--- config.mk ---
export PLATFORM = sky130hd
export DESIGN_NAME = axi_slice128
export DESIGN_NICKNAME = d
export VERILOG_FILES = /design/src/rtl/axi_slice128_pkg.sv /design/src/rtl/axi_slice128_skid_buf.sv /design/src/rtl/axi_slice128.sv
export SDC_FILE = /design/constraint.sdc
export NUM_CORES = 1
export LEC_CHECK = 0
export ABC_CLOCK_PERIOD_IN_PS = 3850
export CAP_MARGIN = 20
export CELL_PAD_IN_SITES_DETAIL_PLACEMENT = 1
export CELL_PAD_IN_SITES_GLOBAL_PLACEMENT = 1
export CORE_AREA = 8 8 401 403
export DETAILED_ROUTE_END_ITERATION = 10
export DIE_AREA = 0 0 409 411
export PLACE_DENSITY_LB_ADDON = 0.15
export SLEW_MARGIN = 20
export SYNTH_ARGS = -nofsm -noshare
export SYNTH_HDL_FRONTEND = slang
export SYNTH_HIERARCHICAL = 1
export SYNTH_SLANG_ARGS = --single-unit
--- constraint.sdc ---
create_clock -name pll_core_cpuclk -period 3.85 [get_ports pll_core_cpuclk]
set_clock_uncertainty 0.2 [all_clocks]
set_input_delay 0.77 -clock pll_core_cpuclk [delete_from_list [all_inputs] [get_ports pll_core_cpuclk]]
set_output_delay 0.77 -clock pll_core_cpuclk [all_outputs]
set_load 0.1 [all_outputs]
--- src/rtl/axi_slice128_pkg.sv ---
// axi_slice128_pkg: payload widths of the five channels of the 128-bit AXI register slice.
package axi_slice128_pkg;
    localparam int AXI128_AR_W = 68;
    localparam int AXI128_AW_W = 68;
    localparam int AXI128_W_W  = 153;
    localparam int AXI128_R_W  = 139;
    localparam int AXI128_B_W  = 10;
endpackage

--- src/rtl/axi_slice128_skid_buf.sv ---
// axi_skid_buf: two-entry skid buffer with registered valid, ready and data on both sides.
module axi_skid_buf #(
    parameter int DW = 1
) (
    input  logic          pll_core_cpuclk,
    input  logic          pad_cpu_rst_b,
    input  logic          i_in_valid,
    output logic          o_in_ready,
    input  logic [DW-1:0] i_in_data,
    output logic          o_out_valid,
    input  logic          i_out_ready,
    output logic [DW-1:0] o_out_data
);
    logic          r_m_vld;
    logic          r_s_vld;
    logic [DW-1:0] r_m_dat;
    logic [DW-1:0] r_s_dat;
    logic          w_push;
    logic          w_pop;

    assign w_push      = i_in_valid & ~r_s_vld;
    assign w_pop       = r_m_vld & i_out_ready;
    assign o_in_ready  = ~r_s_vld;
    assign o_out_valid = r_m_vld;
    assign o_out_data  = r_m_dat;

    // A full skid blocks pushes, so the skid-full branch only has to handle the refill of main.
    always_ff @(posedge pll_core_cpuclk or negedge pad_cpu_rst_b) begin
        if (!pad_cpu_rst_b) begin
            r_m_vld <= 1'b0;
            r_s_vld <= 1'b0;
            r_m_dat <= '0;
            r_s_dat <= '0;
        end else if (r_s_vld) begin
            if (w_pop) begin
                r_m_dat <= r_s_dat;
                r_s_vld <= 1'b0;
            end
        end else if (w_push) begin
            if (!r_m_vld || w_pop) begin
                r_m_vld <= 1'b1;
                r_m_dat <= i_in_data;
            end else begin
                r_s_vld <= 1'b1;
                r_s_dat <= i_in_data;
            end
        end else if (w_pop) begin
            r_m_vld <= 1'b0;
        end
    end
endmodule

--- src/rtl/axi_slice128.sv ---
// axi_slice128: full-throughput register slice between the CPU AXI master and the 128-bit memory slave.
// Every channel passes through its own skid buffer; the top only packs and unpacks payloads.
module axi_slice128
    import axi_slice128_pkg::*;
(
    input  logic         pll_core_cpuclk,
    input  logic         pad_cpu_rst_b,
    input  logic [39:0]  araddr_m,
    input  logic [1:0]   arburst_m,
    input  logic [3:0]   arcache_m,
    input  logic [7:0]   arid_m,
    input  logic [7:0]   arlen_m,
    input  logic [2:0]   arprot_m,
    input  logic [2:0]   arsize_m,
    input  logic         arvalid_m,
    output logic         arready_m,
    output logic [39:0]  araddr_s0,
    output logic [1:0]   arburst_s0,
    output logic [3:0]   arcache_s0,
    output logic [7:0]   arid_s0,
    output logic [7:0]   arlen_s0,
    output logic [2:0]   arprot_s0,
    output logic [2:0]   arsize_s0,
    output logic         arvalid_s0,
    input  logic         arready_s0,
    input  logic [39:0]  awaddr_m,
    input  logic [1:0]   awburst_m,
    input  logic [3:0]   awcache_m,
    input  logic [7:0]   awid_m,
    input  logic [7:0]   awlen_m,
    input  logic [2:0]   awprot_m,
    input  logic [2:0]   awsize_m,
    input  logic         awvalid_m,
    output logic         awready_m,
    output logic [39:0]  awaddr_s0,
    output logic [1:0]   awburst_s0,
    output logic [3:0]   awcache_s0,
    output logic [7:0]   awid_s0,
    output logic [7:0]   awlen_s0,
    output logic [2:0]   awprot_s0,
    output logic [2:0]   awsize_s0,
    output logic         awvalid_s0,
    input  logic         awready_s0,
    input  logic [127:0] wdata_m,
    input  logic [15:0]  wstrb_m,
    input  logic [7:0]   wid_m,
    input  logic         wlast_m,
    input  logic         wvalid_m,
    output logic         wready_m,
    output logic [127:0] wdata_s0,
    output logic [15:0]  wstrb_s0,
    output logic [7:0]   wid_s0,
    output logic         wlast_s0,
    output logic         wvalid_s0,
    input  logic         wready_s0,
    input  logic [127:0] rdata_s0,
    input  logic [7:0]   rid_s0,
    input  logic [1:0]   rresp_s0,
    input  logic         rlast_s0,
    input  logic         rvalid_s0,
    output logic         rready_s0,
    output logic [127:0] rdata_m,
    output logic [7:0]   rid_m,
    output logic [1:0]   rresp_m,
    output logic         rlast_m,
    output logic         rvalid_m,
    input  logic         rready_m,
    input  logic [7:0]   bid_s0,
    input  logic [1:0]   bresp_s0,
    input  logic         bvalid_s0,
    output logic         bready_s0,
    output logic [7:0]   bid_m,
    output logic [1:0]   bresp_m,
    output logic         bvalid_m,
    input  logic         bready_m
);
    logic [AXI128_AR_W-1:0] w_ar_out;
    logic [AXI128_AW_W-1:0] w_aw_out;
    logic [AXI128_W_W-1:0]  w_w_out;
    logic [AXI128_R_W-1:0]  w_r_out;
    logic [AXI128_B_W-1:0]  w_b_out;

    assign {araddr_s0, arburst_s0, arcache_s0, arid_s0, arlen_s0, arprot_s0, arsize_s0} = w_ar_out;
    assign {awaddr_s0, awburst_s0, awcache_s0, awid_s0, awlen_s0, awprot_s0, awsize_s0} = w_aw_out;
    assign {wdata_s0, wstrb_s0, wid_s0, wlast_s0} = w_w_out;
    assign {rdata_m, rid_m, rresp_m, rlast_m} = w_r_out;
    assign {bid_m, bresp_m} = w_b_out;

    axi_skid_buf #(.DW(AXI128_AR_W)) u_ar (
        .pll_core_cpuclk (pll_core_cpuclk),
        .pad_cpu_rst_b   (pad_cpu_rst_b),
        .i_in_valid      (arvalid_m),
        .o_in_ready      (arready_m),
        .i_in_data       ({araddr_m, arburst_m, arcache_m, arid_m, arlen_m, arprot_m, arsize_m}),
        .o_out_valid     (arvalid_s0),
        .i_out_ready     (arready_s0),
        .o_out_data      (w_ar_out)
    );

    axi_skid_buf #(.DW(AXI128_AW_W)) u_aw (
        .pll_core_cpuclk (pll_core_cpuclk),
        .pad_cpu_rst_b   (pad_cpu_rst_b),
        .i_in_valid      (awvalid_m),
        .o_in_ready      (awready_m),
        .i_in_data       ({awaddr_m, awburst_m, awcache_m, awid_m, awlen_m, awprot_m, awsize_m}),
        .o_out_valid     (awvalid_s0),
        .i_out_ready     (awready_s0),
        .o_out_data      (w_aw_out)
    );

    axi_skid_buf #(.DW(AXI128_W_W)) u_w (
        .pll_core_cpuclk (pll_core_cpuclk),
        .pad_cpu_rst_b   (pad_cpu_rst_b),
        .i_in_valid      (wvalid_m),
        .o_in_ready      (wready_m),
        .i_in_data       ({wdata_m, wstrb_m, wid_m, wlast_m}),
        .o_out_valid     (wvalid_s0),
        .i_out_ready     (wready_s0),
        .o_out_data      (w_w_out)
    );

    // Response channels flow slave to master, so their source side is the _s0 port.
    axi_skid_buf #(.DW(AXI128_R_W)) u_r (
        .pll_core_cpuclk (pll_core_cpuclk),
        .pad_cpu_rst_b   (pad_cpu_rst_b),
        .i_in_valid      (rvalid_s0),
        .o_in_ready      (rready_s0),
        .i_in_data       ({rdata_s0, rid_s0, rresp_s0, rlast_s0}),
        .o_out_valid     (rvalid_m),
        .i_out_ready     (rready_m),
        .o_out_data      (w_r_out)
    );

    axi_skid_buf #(.DW(AXI128_B_W)) u_b (
        .pll_core_cpuclk (pll_core_cpuclk),
        .pad_cpu_rst_b   (pad_cpu_rst_b),
        .i_in_valid      (bvalid_s0),
        .o_in_ready      (bready_s0),
        .i_in_data       ({bid_s0, bresp_s0}),
        .o_out_valid     (bvalid_m),
        .i_out_ready     (bready_m),
        .o_out_data      (w_b_out)
    );
endmodule
==> metrics <==
register area share after synthesis=slightly below 60%; vias in the first global route=27,810; max layer used=met5; hold endpoint=u_aw/r_s_dat[48]$_DFFE_PN0P_; fin nets=3,763; grt total ovfl=0; Seq cells post-synth=886; HP Class=flip-flop to flip-flop; cell count after placement=around 5,300; Critical Path RT=2.88 ns; XOR/XNOR Fraction of Synth Area=0%; Syn Nets=2,840; final WL=around 130,000 um; worst vdd ir=0.3171 mV; die height=around 400 um; CP cell instances=clkdlybuf4s50_1; CP max-delay cell=clkdlybuf4s50_1; initial antenna violation count=51; worst rel slew slack=26.95%; crit path kind=flip-flop to output pin; reg-to-reg critical path startpoint=u_aw/r_s_vld$_DFF_PN0_; Yosys cell types=20; Setup crit end kind=output pin; hpwl dp=96,160 um; first-pass GRT wire length=193,500 um; Synth Area in Simple Gates=0.7030%; WP buf/inv=1; max-cap violation count=0; most common cell after layout, fill and taps aside=mux2_2; FP Rows=145; synth top area cells=dfrtp_1 (58%), mux2_2 (32%), mux2_1 (6.0%), buf_2 (0.98%), mux2_4 (0.71%); # setup viols final=0; pwr/cell area=440.6 mW/mm^2; layout cells sized above 1=a little under half; PortBufs=897; metal3 WL=9898 um; CTS tree=yes; largest net degree at the start of global routing=140; start point of the critical path=u_b/o_out_valid$_DFFE_PN0P_; crit-path leading delay family=buffers and inverters; routed vias=23,850; gr usage total=15.15%; Yosys top cell area share=around 58%; initial core utilization=24.73%; CP max FO=6; R2R Path End=u_aw/o_out_data[38]$_DFFE_PN0P_; Core Area=0.1548 mm^2; Setup Buffers After CTS=0; Final Util=34.24%; main combinational cell family by area after synthesis=multiplexers; leakage dissipation=25.14 nW; drt wl/cell=23.60 um; worst stage delay on the critical path=1.18 ns; Final ANT Viol Nets=0; post-synthesis cell count=2,390; DR WL met2=69,580 um; complex-gate fraction of the synthesized area=0.2125%; Period Utilization, post-route=86.08%; CTS Root Cell=clkbuf_16; fraction of the mapped netlist area in adder cells=0%; Longest Clk Path Bufs=3; DR iter-0 viols=roughly 650; io pins=about 900; mux cell area share after synthesis=38.85%; f_max=301.7 MHz; hold_sp=u_aw/r_s_dat[48]$_DFFE_PN0P_; Finished Layout Cells=5,498; Syn Area/Cell=16.01 um^2; Area Overhead vs Synth=38.48%; Max Slew Vio Count=0; FF-to-FF setup slack=1.26 ns; WL met1=roughly 46,000 um; hold slack=0.2794 ns; Clock Latency Late Sink=0.71 ns; DRC errors left=0; setup_tns=0 ns; clock sink total=886; number of H-tree levels=3; Die Wd=409 um; Clock Pin Slew Worst Setup and Hold Paths=0.06 ns; CP arrival=2.34 ns; GP Congestion=0.7752; YS warnings=6; RSZ-0062 raised after global routing=false; most frequent cells in the layout=mux2_2 (1,091), dfrtp_1 (882), clkdlybuf4s50_1 (698), buf_4 (232), mux2_1 (205); vias per cell=4.338; Detailed Routing Iterations Pass 1=4; Num CTS Buffers=about 110; reg2reg path depth=3; CP startpoint kind=flip-flop; largest area contributor in the netlist=dfrtp_1; Hold Fails Final Rpt=0; Hold Crit Depth=1; fin crit period=~3.3 ns; die area=0.1681 mm^2; Mapped Area=0.03826 mm^2; status=finished clean; Worst-Margin Slew=1.092 ns
-- sequential cells by signal, indices dropped and copies added (netlist names), 68 cells and up --
signal	cells
u_ar/o_out_data	68
u_ar/r_s_dat	68
u_aw/o_out_data	68
u_aw/r_s_dat	68
u_r/o_out_data	139
u_r/r_s_dat	139
u_w/o_out_data	153
u_w/r_s_dat	153
-- metrics by stage --
| stage | total power, mW | setup slack [ns] | cell area (um^2) |
|---|---|---|---|
| after detailed placement | 13.24 | 0.7095 | 49220 |
| after global placement | 13.20 | 0.7305 | 49220 |
| after CTS | 23.90 | 0.4254 | 52890 |
| final | 23.35 | 0.5360 | 52990 |
| after floorplan | 11.76 | 1.328 | 38260 |
| after global routing | 24.33 | 0.4090 | 52940 |
-- cell type report --
class / instances / area [um^2]
Tap cell: 2058 / 2575
Antenna cell: 38 / 95.09
Fill cell: 16040 / 101800
Clock inverter: 38 / 493.0
Sequential cell: 886 / 22180
Multi-Input combinational cell: 1359 / 15250
Inverter: 5 / 18.77
Timing Repair Buffer: 955 / 9214
Clock buffer: 159 / 3164
-- how the worst max path moves through the flow --
stage / end / depth (start not counted)
after detailed placement: u_r/r_s_dat[78]$_DFFE_PN0P_ / 5
after CTS: awid_s0[0] / 1
after floorplan: u_w/o_out_data[61]$_DFFE_PN0P_ / 5
final: bvalid_m / 1
after global routing: bvalid_m / 1
after global placement: u_r/r_s_dat[61]$_DFFE_PN0P_ / 5
-- synth_stat cells, drive strengths merged --
library cell,n
nor3,10
dfrtp,886
mux2,1314
a22oi,5
clkbuf,21
inv,5
nor2,5
a22o,5
and2b,1
buf,119
nor2b,9
nand2,10
-- logic make-up (layout without fill, tap and decap cells) --
logic type / after synthesis / after routing
compound gates: 10 / 10
buf+inv: 145 / 1157
flops: 886 / 886
mux: 1314 / 1314
other cells: 0 / 38
simple gates: 35 / 35
-- report_power, final --
group	leakage, nW	internal [mW]	switching, mW
registers	11.9	9.55	0.154
clock network	1.81	6.22	4.11
logic	11.5	0.936	2.38
total	25.1	16.7	6.64
-- what timing repair did --
| item | in CTS | in global routing |
|---|---|---|
| gates resized for setup | 0 | 0 |
| hold buffers | 1 | 0 |
| hold endpoints to repair | 35 | 0 |
-- metal layers --
layer  vias up  track usage (%)
met5         -                0
li1      10510                -
met1     12530            15.80
met3       190            5.417
met4        26            6.345
met2       592            27.51
Power figures use the tool's default switching activity.
